File: config.mk
export PLATFORM = sky130hd
export DESIGN_NAME = pc_regfile_unit_flat
export DESIGN_NICKNAME = d
export VERILOG_FILES = /design/src/rtl/pc_regfile_if.sv /design/src/rtl/pc_regfile_unit.sv /design/src/flat_wrapper.sv
export SDC_FILE = /design/constraint.sdc
export NUM_CORES = 1
export LEC_CHECK = 0
export CAP_MARGIN = 20
export CORE_MARGIN = 4
export CORE_UTILIZATION = 54
export DETAILED_ROUTE_END_ITERATION = 6
export PLACE_DENSITY = 0.76
export SKIP_LAST_GASP = 1
export SLEW_MARGIN = 30
export SYNTH_ARGS = -nofsm -noshare
export SYNTH_HDL_FRONTEND = slang
export SYNTH_SLANG_ARGS = --single-unit
File: constraint.sdc
create_clock -name clk -period 3.29 [get_ports clk]
set_input_delay 0.658 -clock clk [delete_from_list [all_inputs] [get_ports clk]]
set_output_delay 0.658 -clock clk [all_outputs]
set_load 0.01 [all_outputs]
File: src/rtl/pc_regfile_if.sv
// pc_regfile_if
// Bundles the sequencer/datapath-facing signals of pc_regfile_unit.
//   slave  : the PC/register-file unit (consumes controls, drives results)
//   master : the instruction sequencer / datapath (drives controls)
// Controls : stall, pc_inc, pc_load, call, ret, pc_load_val,
//            we, waddr, wdata, raddr_a, raddr_b
// Results  : rdata_a, rdata_b, pc_out, addr_reg,
//            stack_full, stack_empty, stack_err
interface pc_regfile_if #(
    parameter int DATA_W = 8,
    parameter int PC_W   = 8,
    parameter int NREGS  = 8
);
    localparam int AW = $clog2(NREGS);

    logic              stall;
    logic              pc_inc;
    logic              pc_load;
    logic              call;
    logic              ret;
    logic [PC_W-1:0]   pc_load_val;
    logic              we;
    logic [AW-1:0]     waddr;
    logic [DATA_W-1:0] wdata;
    logic [AW-1:0]     raddr_a;
    logic [AW-1:0]     raddr_b;
    logic [DATA_W-1:0] rdata_a;
    logic [DATA_W-1:0] rdata_b;
    logic [PC_W-1:0]   pc_out;
    logic [PC_W-1:0]   addr_reg;
    logic              stack_full;
    logic              stack_empty;
    logic              stack_err;

    modport slave (
        input  stall, pc_inc, pc_load, call, ret, pc_load_val,
        input  we, waddr, wdata, raddr_a, raddr_b,
        output rdata_a, rdata_b, pc_out, addr_reg,
        output stack_full, stack_empty, stack_err
    );

    modport master (
        output stall, pc_inc, pc_load, call, ret, pc_load_val,
        output we, waddr, wdata, raddr_a, raddr_b,
        input  rdata_a, rdata_b, pc_out, addr_reg,
        input  stack_full, stack_empty, stack_err
    );
endinterface

File: src/rtl/pc_regfile_unit.sv
// pc_regfile_unit
// Program counter with increment / load / stall and a hardware call/return
// stack, plus an NREGS x DATA_W register file with two combinational read
// ports, one write port and write-to-read bypass. addr_reg is the fetch
// address to program memory: the PC value one cycle late.
// Ports:
//   clk : clock, rising edge
//   rst : asynchronous active-high reset
//   bus : pc_regfile_if.slave (controls in, PC/stack/register data out)
module pc_regfile_unit #(
    parameter int DATA_W      = 8,
    parameter int PC_W        = 8,
    parameter int NREGS       = 8,
    parameter int STACK_DEPTH = 4
) (
    input  logic        clk,
    input  logic        rst,
    pc_regfile_if.slave bus
);
    localparam int SP_W = $clog2(STACK_DEPTH + 1);
    localparam int SI_W = (STACK_DEPTH > 1) ? $clog2(STACK_DEPTH) : 1;
    localparam int AW   = $clog2(NREGS);

    logic [PC_W-1:0]   pc_q, pc_d;
    logic [PC_W-1:0]   addr_q, addr_d;
    logic [SP_W-1:0]   sp_q, sp_d;
    logic              err_q, err_d;
    logic [DATA_W-1:0] regs_q [NREGS];
    logic [DATA_W-1:0] regs_d [NREGS];
    logic [PC_W-1:0]   stack_q [STACK_DEPTH];

    logic              push;
    logic [PC_W-1:0]   pc_plus1;
    logic [SI_W-1:0]   push_idx, pop_idx;
    logic              full, empty;

    // sp_q counts valid entries: the next free slot is sp_q, the top is sp_q-1.
    assign full     = (sp_q == SP_W'(STACK_DEPTH));
    assign empty    = (sp_q == '0);
    assign push_idx = SI_W'(sp_q);
    assign pop_idx  = SI_W'(sp_q - SP_W'(1));
    assign pc_plus1 = pc_q + PC_W'(1);

    // PC / stack control, priority stall > ret > call > pc_load > pc_inc.
    always_comb begin
        pc_d   = pc_q;
        addr_d = addr_q;
        sp_d   = sp_q;
        err_d  = err_q;
        push   = 1'b0;
        if (!bus.stall) begin
            addr_d = pc_q;
            if (bus.ret) begin
                if (!empty) begin
                    pc_d = stack_q[pop_idx];
                    sp_d = sp_q - SP_W'(1);
                end else begin
                    err_d = 1'b1;
                end
            end else if (bus.call) begin
                if (!full) begin
                    push = 1'b1;
                    pc_d = bus.pc_load_val;
                    sp_d = sp_q + SP_W'(1);
                end else begin
                    err_d = 1'b1;
                end
            end else if (bus.pc_load) begin
                pc_d = bus.pc_load_val;
            end else if (bus.pc_inc) begin
                pc_d = pc_plus1;
            end
        end
    end

    // Register file writes are independent of stall.
    always_comb begin
        for (int i = 0; i < NREGS; i++) begin
            regs_d[i] = regs_q[i];
            if (bus.we && (bus.waddr == AW'(i)))
                regs_d[i] = bus.wdata;
        end
    end

    always_ff @(posedge clk or posedge rst) begin
        if (rst) begin
            pc_q   <= '0;
            addr_q <= '0;
            sp_q   <= '0;
            err_q  <= 1'b0;
            for (int i = 0; i < NREGS; i++)
                regs_q[i] <= '0;
        end else begin
            pc_q   <= pc_d;
            addr_q <= addr_d;
            sp_q   <= sp_d;
            err_q  <= err_d;
            for (int i = 0; i < NREGS; i++)
                regs_q[i] <= regs_d[i];
        end
    end

    // Stack contents are not reset; only the pointer defines validity.
    always_ff @(posedge clk) begin
        if (push && !rst)
            stack_q[push_idx] <= pc_plus1;
    end

    // A same-cycle write to the addressed entry is forwarded to the reader.
    assign bus.rdata_a = (bus.we && (bus.raddr_a == bus.waddr)) ? bus.wdata
                                                                : regs_q[bus.raddr_a];
    assign bus.rdata_b = (bus.we && (bus.raddr_b == bus.waddr)) ? bus.wdata
                                                                : regs_q[bus.raddr_b];

    assign bus.pc_out      = pc_q;
    assign bus.addr_reg    = addr_q;
    assign bus.stack_full  = full;
    assign bus.stack_empty = empty;
    assign bus.stack_err   = err_q;
endmodule

File: src/flat_wrapper.sv
// flat-port wrapper written by rule: the top's interface ports become plain ports
module pc_regfile_unit_flat 
#(
    parameter int DATA_W      = 8,
    parameter int PC_W        = 8,
    parameter int NREGS       = 8,
    parameter int STACK_DEPTH = 4
)
  (clk, rst, bus_stall, bus_pc_inc, bus_pc_load, bus_call, bus_ret, bus_pc_load_val, bus_we, bus_waddr, bus_wdata, bus_raddr_a, bus_raddr_b, bus_rdata_a, bus_rdata_b, bus_pc_out, bus_addr_reg, bus_stack_full, bus_stack_empty, bus_stack_err);
  pc_regfile_if #(.DATA_W(DATA_W), .PC_W(PC_W), .NREGS(NREGS)) bus_i ();
  input  logic clk;
  input  logic rst;
  input wire logic [$bits(bus_i.stall)-1:0] bus_stall;
  input wire logic [$bits(bus_i.pc_inc)-1:0] bus_pc_inc;
  input wire logic [$bits(bus_i.pc_load)-1:0] bus_pc_load;
  input wire logic [$bits(bus_i.call)-1:0] bus_call;
  input wire logic [$bits(bus_i.ret)-1:0] bus_ret;
  input wire logic [$bits(bus_i.pc_load_val)-1:0] bus_pc_load_val;
  input wire logic [$bits(bus_i.we)-1:0] bus_we;
  input wire logic [$bits(bus_i.waddr)-1:0] bus_waddr;
  input wire logic [$bits(bus_i.wdata)-1:0] bus_wdata;
  input wire logic [$bits(bus_i.raddr_a)-1:0] bus_raddr_a;
  input wire logic [$bits(bus_i.raddr_b)-1:0] bus_raddr_b;
  output wire logic [$bits(bus_i.rdata_a)-1:0] bus_rdata_a;
  output wire logic [$bits(bus_i.rdata_b)-1:0] bus_rdata_b;
  output wire logic [$bits(bus_i.pc_out)-1:0] bus_pc_out;
  output wire logic [$bits(bus_i.addr_reg)-1:0] bus_addr_reg;
  output wire logic [$bits(bus_i.stack_full)-1:0] bus_stack_full;
  output wire logic [$bits(bus_i.stack_empty)-1:0] bus_stack_empty;
  output wire logic [$bits(bus_i.stack_err)-1:0] bus_stack_err;
  assign bus_i.stall = bus_stall;
  assign bus_i.pc_inc = bus_pc_inc;
  assign bus_i.pc_load = bus_pc_load;
  assign bus_i.call = bus_call;
  assign bus_i.ret = bus_ret;
  assign bus_i.pc_load_val = bus_pc_load_val;
  assign bus_i.we = bus_we;
  assign bus_i.waddr = bus_waddr;
  assign bus_i.wdata = bus_wdata;
  assign bus_i.raddr_a = bus_raddr_a;
  assign bus_i.raddr_b = bus_raddr_b;
  assign bus_rdata_a = bus_i.rdata_a;
  assign bus_rdata_b = bus_i.rdata_b;
  assign bus_pc_out = bus_i.pc_out;
  assign bus_addr_reg = bus_i.addr_reg;
  assign bus_stack_full = bus_i.stack_full;
  assign bus_stack_empty = bus_i.stack_empty;
  assign bus_stack_err = bus_i.stack_err;
  pc_regfile_unit #(.DATA_W(DATA_W), .PC_W(PC_W), .NREGS(NREGS), .STACK_DEPTH(STACK_DEPTH)) u_core (.clk(clk), .rst(rst), .bus(bus_i));
endmodule
==> results of run 1 <==
-- logic make-up after synthesis --
family | after synthesis | share of synthesized area, %
fa+ha+maj | 6 | 1.23
mux | 129 | 30.9
buf+inv | 46 | 3.95
simple gates | 74 | 6.95
compound gates | 45 | 4.69
flops | 116 | 50.2
xor+xnor | 15 | 2.15
-- metrics by stage --
stage / hold slack (ns) / total power [W]
after floorplan: 0.491 / 0.00321
after CTS: 0.475 / 0.00590
after detailed placement: 0.458 / 0.00387
after global routing: 0.511 / 0.00614
after global placement: 0.463 / 0.00382
final: 0.469 / 0.00586
-- power by group through the flow --
stage	clock, W	combinational, W	sequential, W
final	0.00199	0.00174	0.00213
after global routing	0.00210	0.00187	0.00217
after CTS	0.00201	0.00176	0.00213
after detailed placement	0	0.00173	0.00215
after global placement	0	0.00169	0.00213
after floorplan	0	0.00110	0.00211
-- per-layer routing --
metal	vias to the layer above	share of wire, %	track usage (%)
met5	-	0	0
met4	0	1.3	7.05
met3	18	5.5	6.03
met2	120	51	36.4
met1	2041	43	31.1
li1	1787	-	-
-- cells in the mapped netlist (3+ instances only) --
library cell | number | area share [%]
a21oi_1 | 17 | 1.4
and2_1 | 5 | 0.51
buf_1 | 7 | 0.43
buf_2 | 14 | 1.1
buf_4 | 5 | 0.61
buf_6 | 4 | 0.74
dfrtp_1 | 84 | 34
edfxtp_1 | 32 | 16
ha_1 | 6 | 1.2
inv_1 | 12 | 0.74
mux2_2 | 67 | 12
mux2i_1 | 20 | 3.3
mux4_2 | 40 | 15
nand2_1 | 17 | 1.0
nand3_1 | 7 | 0.57
nand4_1 | 4 | 0.41
nand4b_1 | 3 | 0.43
nor2_1 | 22 | 1.4
o21ai_0 | 12 | 0.98
o221ai_1 | 3 | 0.43
xnor2_1 | 13 | 1.9
-- final timing paths --
kind                                              to  slack, ns  cells past startpoint
max in group asynchronous          u_core.regs_q[20]       2.02                      3
worst max register to register  u_core.stack_q[3][3]       0.94                      6
min in group asynchronous             u_core.sp_q[0]       0.59                      2
worst min register to register  u_core.bus.stack_err       0.47                      1
worst min-delay path            u_core.bus.stack_err       0.47                      1
worst max-delay path                  bus_rdata_a[6]       0.13                      6
-- layout make-up --
type	count	share of cell area [%]
clock inverter	7	1.49
clock buffer	25	7.02
inverter	12	0.604
multi-input combinational	269	36.6
sequential	116	40.0
tap	140	2.29
timing repair buffer	97	12.0
==> impl_metrics.tcl, run 1 <==
set metrics [dict create \
    cpPeakStageDelay_ns 0.53 \
    place_congestion 0.835 \
    timing.rr.start "u_core.sp_q[0]" \
    cts_buffer_depth 2 \
    grt-ovfl-total 0 \
    post-cts-setup-buffers 0 \
    synthesis.nets 470 \
    max-vdd-ir-drop_v 0.000459 \
    p_sw_w 0.00164 \
    grt_max_degree 40 \
    dp_worst_setup_slack_ns -0.0362 \
    ctsRootBufferMaster "clkbuf_16" \
    cts.sinks 116 \
    timing.final.crit_share_pct 96.0 \
    fin_util_pct 70.0 \
    multi_input_area_mm2 0.00280 \
    grt_pass1_vias 4189 \
    die_w_um 114 \
    holdCritStartpoint "u_core.bus.stack_err" \
    setup_ws_ns 0.133 \
    viasPerCell 5.95 \
    grt_usage_pct 22.9 \
    cp-end-kind "primary output" \
    seq_power_share_pct 36.4 \
    std_cell_rows 38 \
    final_cell_mix "dfrtp_1 (84), mux2_2 (67), clkdlybuf4s50_1 (65), mux4_2 (40), edfxtp_1 (32)" \
    avgSynthCellArea_um2 14.2 \
    die-area_mm2 0.0131 \
    worstSetupStartpoint "bus_raddr_a[1]" \
    largest_reg_flops 64 \
    syn_to_final_growth_pct 25.4 \
    worst-setup-path-type "in -> out" \
    synth_flop_cell "dfrtp_1" \
    postRouteAntennaNets 0 \
    synthCells 431 \
    cp_data_required_time_ns 2.63 \
    diodes 0 \
    synth_edf_count 32 \
    antenna_found_initial 0 \
    first_iter_violations 330 \
    switching_share_pct 28.0 \
    cp-start-kind "input pin" \
    final_cell_count_no_fill 666 \
    wl_per_cell_um 20.8 \
    fin_worst_skew_ns 0.00841 \
    drive_above_1_share_pct 34.4 \
    cpMostUsedCell "clkdlybuf4s50_1" \
    setup_viol 0 \
    setup_tns_ns 0 \
    dpl_cell_area_mm2 0.00698 \
    die_h_um 114 \
    nets 552 \
    synth.distinct_cells 47 \
    grt_setup_unrepaired "no" \
    p_leak_nw 3.07 \
    portBuffers 67 \
    wl_mm 13.9 \
    clk_pin_slew_ns 0.05 \
    slew_headroom_pct 53.6 \
    reg_top3 "u_core.regs_q: 64 flops, u_core.stack_q: 32 flops" \
    clkLatencyLatePin_ns 0.42 \
    path_max_fanout 8 \
    status "finished, final reports clean" \
    post-route-min-period_ns 3.16 \
    slew_violations 0 \
    dp.cells 632 \
    cts_buffers 17 \
    seq_area_mm2 0.00306 \
    max_freq_mhz 317 \
    grt_pass1_wl_mm 22.5 \
    hold_class "reg -> reg" \
    pwr-share-clk_pct 34.0 \
    final_common_cell "dfrtp_1" \
    dp_hpwl_mm 9.38 \
    core_area_mm2 0.0109 \
    start_util_pct 55.8 \
    final-hold-violation-count 0 \
    cts_resized 8 \
    ys_seq_area_share_pct 50.2 \
    ys_seq_elements 116 \
    io_pins 68 \
    route.vias.total 3966 \
    p_comb_share_pct 29.6 \
    yosys_warnings 0 \
    maxCapViolCount 0 \
    worstPathArrival_ns 2.50 \
    crit_slowest_cell "clkdlybuf4s50_1" \
    first_pass_iters 4 \
    worstMarginPinSlew_ns 0.693 \
    powerDensity_mw_per_mm2 765 \
    cts_tree "yes" \
    cts_hold_buf 0 \
    cts_max_level 4 \
    path_delay_family "buffers and inverters" \
    num-fill-cells 777 \
    cp_num_buf_inv 3 \
    drc 0 \
    internal-power_w 0.00422 \
    finalInstanceArea_mm2 0.00766 \
    async_flop_share_pct 72.4 \
    syn_area_mm2 0.00611 \
    largest_register "u_core.regs_q" \
    crit_chain "clkdlybuf4s50_1, buf_4, mux4_2, mux2i_1, a21oi_1, clkdlybuf4s50_1" \
]
(Power assumes the default switching activity.)
==> run 2, diff against run 1 <==
- CTS_BUF_LIST: default -> sky130_fd_sc_hd__clkbuf_8
==> impl_metrics.tcl, run 2 (same netlist as run 1, synthesis figures left out) <==
set metrics [dict create \
    finalPower_w 0.00540 \
    dp_worst_setup_slack_ns -0.0362 \
    slew_headroom_pct 53.1 \
    hold_depth 1 \
    grt_pass1_vias 4167 \
    num-fill-cells 804 \
    first_iter_violations 225 \
    holdWs_ns 0.472 \
    cts_hold_buf 0 \
    core_area_mm2 0.0109 \
    worstRegToRegCells 6 \
    path_max_fanout 8 \
    post-route-min-period_ns 3.16 \
    reg_top3 "u_core.regs_q: 64 flops, u_core.stack_q: 32 flops" \
    max_freq_mhz 317 \
    grt_pass1_wl_mm 22.2 \
    setup_tns_ns 0 \
    slew_violations 0 \
    p_sw_w 0.00157 \
    grt_usage_pct 22.7 \
    cts_max_level 4 \
    final-hold-violation-count 0 \
    portBuffers 67 \
    std_cell_rows 38 \
    die-area_mm2 0.0131 \
    worstPathArrival_ns 2.50 \
    cp-start-kind "input pin" \
    final_common_cell "dfrtp_1" \
    drc 0 \
    io_pins 68 \
    die_w_um 114 \
    grt-ovfl-total 0 \
    postRouteAntennaNets 0 \
    largest_reg_flops 64 \
    p_leak_nw 3.00 \
    seq_power_share_pct 39.4 \
    maxCapViolCount 0 \
    cp_data_required_time_ns 2.63 \
    switching_share_pct 29.1 \
    die_h_um 114 \
    clkLatencyLatePin_ns 0.45 \
    p_comb_share_pct 32.1 \
    route.vias.total 3937 \
    ctsRootBufferMaster "clkbuf_8" \
    setup_viol 0 \
    largest_register "u_core.regs_q" \
    nets 552 \
    status "finished, final reports clean" \
    diodes 0 \
    cts.sinks 116 \
    drive_above_1_share_pct 34.4 \
    powerDensity_mw_per_mm2 722 \
    setup_ws_ns 0.133 \
    cts_tree "yes" \
    fin_worst_skew_ns 0.00787 \
    wl_per_cell_um 20.4 \
    cp-end-kind "primary output" \
    viasPerCell 5.91 \
    worstMarginPinSlew_ns 0.700 \
    hold_class "reg -> reg" \
    multi_input_area_mm2 0.00280 \
    seq_area_mm2 0.00306 \
    worst-setup-path-type "in -> out" \
    grt_setup_unrepaired "no" \
    grt_max_degree 40 \
    syn_to_final_growth_pct 22.4 \
    wl_mm 13.6 \
    first_pass_iters 7 \
    internal-power_w 0.00383 \
    place_congestion 0.835 \
    cts_buffers 17 \
    final_cell_mix "dfrtp_1 (84), mux2_2 (67), clkdlybuf4s50_1 (65), mux4_2 (40), edfxtp_1 (32)" \
    clk_pin_slew_ns 0.07 \
    antenna_found_initial 0 \
    pwr-share-clk_pct 28.5 \
    timing.final.crit_share_pct 96.0 \
    dp_hpwl_mm 9.38 \
    cts_buffer_depth 2 \
    max-vdd-ir-drop_v 0.000435 \
    start_util_pct 55.8 \
]
run 2: cell count changes in the layout (fill, tap and decap cells not counted):
| cell | delta |
|---|---|
| buf_2 | +2 |
| buf_4 | -2 |
| bufinv_16 | +2 |
| clkbuf_1 | -2 |
| clkbuf_16 | -19 |
| clkbuf_8 | +17 |
| inv_1 | +2 |
run 2: cell type report:
type,count,share of cell area [%]
tap,140,2.34
clock buffer,21,3.87
clock inverter,11,2.43
sequential,116,41.0
timing repair buffer,97,12.3
multi-input combinational,269,37.5
inverter,12,0.619
run 2: critical path, cell delays in order:
cell	delay (ns)
clkdlybuf4s50_1	0.54
buf_4	0.21
mux4_2	0.31
mux2i_1	0.19
a21oi_1	0.11
clkdlybuf4s50_1	0.49
run 2: what timing repair did:
item | CTS | global route
setup endpoints to repair | 8 | 0
resized for setup | 6 | 0
buffers inserted | 0 | 0
run 2: path summary, 6_finish.rpt:
check / from / endpoint / slack, ns
max: bus_raddr_b[1] / bus_rdata_b[4] / 0.13
min: u_core.bus.stack_err / u_core.bus.stack_err / 0.47
max reg2reg: u_core.sp_q[0] / u_core.stack_q[3][0] / 0.94
min reg2reg: u_core.bus.stack_err / u_core.bus.stack_err / 0.47
max in group asynchronous: rst / u_core.regs_q[2] / 2.07
min in group asynchronous: rst / u_core.sp_q[0] / 0.55
run 2: layer usage:
layer	GRT usage [%]	share of wire (%)	vias to the layer above
met5	0	0	-
met4	8.23	1.7	0
met3	6.55	4.5	23
met2	36.1	51	89
met1	30.0	43	2032
li1	-	-	1793
run 2: metrics by stage:
step                util (%)  area, um2  cells
floorplan                  -       6110    431
global placement        63.8       6980    632
detailed placement      63.8       6980    632
CTS                     68.3       7470    666
global route            68.3       7470    666
finish                  68.3       7470    666
run 2: power groups by stage:
stage	registers [W]	logic, W	clock network (W)
after floorplan	0.00211	0.00110	0
after global placement	0.00213	0.00169	0
after detailed placement	0.00215	0.00173	0
after CTS	0.00212	0.00175	0.00157
after global routing	0.00217	0.00187	0.00164
final	0.00213	0.00173	0.00154
==> run 3, diff against run 2 <==
- HOLD_SLACK_MARGIN: default -> 0.02
- MAX_ROUTING_LAYER: default -> met4
==> impl_metrics.tcl, run 3 (same netlist as run 1, synthesis figures left out) <==
set metrics [dict create \
    first_iter_violations 235 \
    slew_headroom_pct 54.7 \
    cts.sinks 116 \
    largest_register "u_core.regs_q" \
    cp_num_buf_inv 3 \
    path_delay_family "buffers and inverters" \
    status "finished, final reports clean" \
    grt_pass1_wl_mm 22.2 \
    p_leak_nw 3.00 \
    pwr-share-clk_pct 28.5 \
    io_pins 68 \
    finalPower_w 0.00539 \
    reg_top3 "u_core.regs_q: 64 flops, u_core.stack_q: 32 flops" \
    post-cts-setup-buffers 0 \
    worstMarginPinSlew_ns 0.677 \
    reg2reg_to "u_core.stack_q[0][2]" \
    setup_tns_ns 0 \
    die-area_mm2 0.0131 \
    cp-end-kind "primary output" \
    route.vias.total 3950 \
    die_h_um 114 \
    grt_pass1_vias 4170 \
    switching_share_pct 29.0 \
    hold_depth 1 \
    cts_tree "yes" \
    wl_per_cell_um 20.4 \
    antenna_found_initial 0 \
    dpl_cell_area_mm2 0.00698 \
    timing.rr.start "u_core.sp_q[0]" \
    p_sw_w 0.00157 \
    fin_worst_skew_ns 0.00856 \
    nets 552 \
    cpPeakStageDelay_ns 0.53 \
    max_freq_mhz 318 \
    crit_slowest_cell "clkdlybuf4s50_1" \
    timing.final.crit_share_pct 95.5 \
    crit_end "bus_rdata_a[6]" \
    portBuffers 67 \
    clkLatencyLatePin_ns 0.44 \
    worstSetupStartpoint "bus_raddr_a[1]" \
    holdWs_ns 0.473 \
    ctsRootBufferMaster "clkbuf_8" \
    postRouteAntennaNets 0 \
    std_cell_rows 38 \
    slew_violations 0 \
    cp_data_required_time_ns 2.63 \
    worstPathArrival_ns 2.48 \
    cp.depth 6 \
    setup_viol 0 \
    viasPerCell 5.93 \
    core_area_mm2 0.0109 \
    largest_reg_flops 64 \
    final_cell_mix "dfrtp_1 (84), mux2_2 (67), clkdlybuf4s50_1 (65), mux4_2 (40), edfxtp_1 (32)" \
    drive_above_1_share_pct 34.4 \
    cts_max_level 4 \
    seq_power_share_pct 39.5 \
    diodes 0 \
    clk_pin_slew_ns 0.07 \
    final_cell_count_no_fill 666 \
    grt-ovfl-total 0 \
    internal-power_w 0.00383 \
    powerDensity_mw_per_mm2 722 \
    start_util_pct 55.8 \
    worstRegToRegCells 6 \
    worst-setup-path-type "in -> out" \
    cp-start-kind "input pin" \
    maxCapViolCount 0 \
    post-route-min-period_ns 3.14 \
    final_common_cell "dfrtp_1" \
    p_comb_share_pct 32.1 \
    path_max_fanout 8 \
    grt_setup_unrepaired "no" \
    wl_mm 13.6 \
    max-vdd-ir-drop_v 0.000436 \
    grt_usage_pct 23.3 \
    hold_class "reg -> reg" \
    dp.cells 632 \
    dp_hpwl_mm 9.38 \
    r2r_slack_ns 0.94 \
    die_w_um 114 \
    cts_hold_buf 0 \
    syn_to_final_growth_pct 22.4 \
    cts_buffer_depth 2 \
    grt_max_degree 40 \
    cts_buffers 17 \
    final-hold-violation-count 0 \
    drc 0 \
    cpMostUsedCell "clkdlybuf4s50_1" \
    first_pass_iters 5 \
    finalInstanceArea_mm2 0.00747 \
    crit_chain "clkdlybuf4s50_1, buf_4, mux4_2, mux2i_1, a21oi_1, clkdlybuf4s50_1" \
    place_congestion 0.848 \
]
run 3: layout make-up:
type / instances / area, um2
Inverter: 12 / 46.3
Sequential cell: 116 / 3060
Clock inverter: 11 / 181
Multi-Input combinational cell: 269 / 2800
Tap cell: 140 / 175
Clock buffer: 21 / 289
Timing Repair Buffer: 97 / 916
Fill cell: 804 / 3460
run 3: power by group through the flow:
stage          combinational, W  sequential [W]  clock [W]
2_1_floorplan           0.00110         0.00211          0
3_3_place_gp            0.00169         0.00213          0
3_5_place_dp            0.00173         0.00215          0
4_1_cts                 0.00175         0.00212    0.00157
5_1_grt                 0.00187         0.00217    0.00164
6_report                0.00173         0.00213    0.00153
run 3: timing repair:
action	in CTS	in global routing
setup endpoints to repair	8	0
endpoints found under the hold margin	0	0
gates resized for setup	6	0
run 3: worst min-delay path by stage:
stage	to	from	slack [ns]
2_1_floorplan	u_core.regs_q[10]	u_core.regs_q[10]	0.49
5_1_grt	u_core.bus.addr_reg[5]	u_core.bus.addr_reg[5]	0.52
3_3_place_gp	u_core.bus.stack_err	u_core.bus.stack_err	0.46
4_1_cts	u_core.bus.stack_err	u_core.bus.stack_err	0.48
6_report	u_core.bus.stack_err	u_core.bus.stack_err	0.47
3_5_place_dp	u_core.bus.stack_err	u_core.bus.stack_err	0.46
run 3: metrics by stage:
step / utilization [%] / setup WS [ns]
floorplan: - / 0.467
global placement: 63.8 / -0.0272
detailed placement: 63.8 / -0.0362
CTS: 68.3 / 0.138
global route: 68.3 / 0.0306
finish: 68.3 / 0.147
run 3: layer usage:
metal / global-route usage [%] / wire [um] / vias to the layer above
li1: - / - / 1792
met1: 30.2 / 5890 / 2033
met2: 36.0 / 6840 / 101
met3: 5.76 / 612 / 24
met4: 8.71 / 250 / 0
met5: - / 0 / -
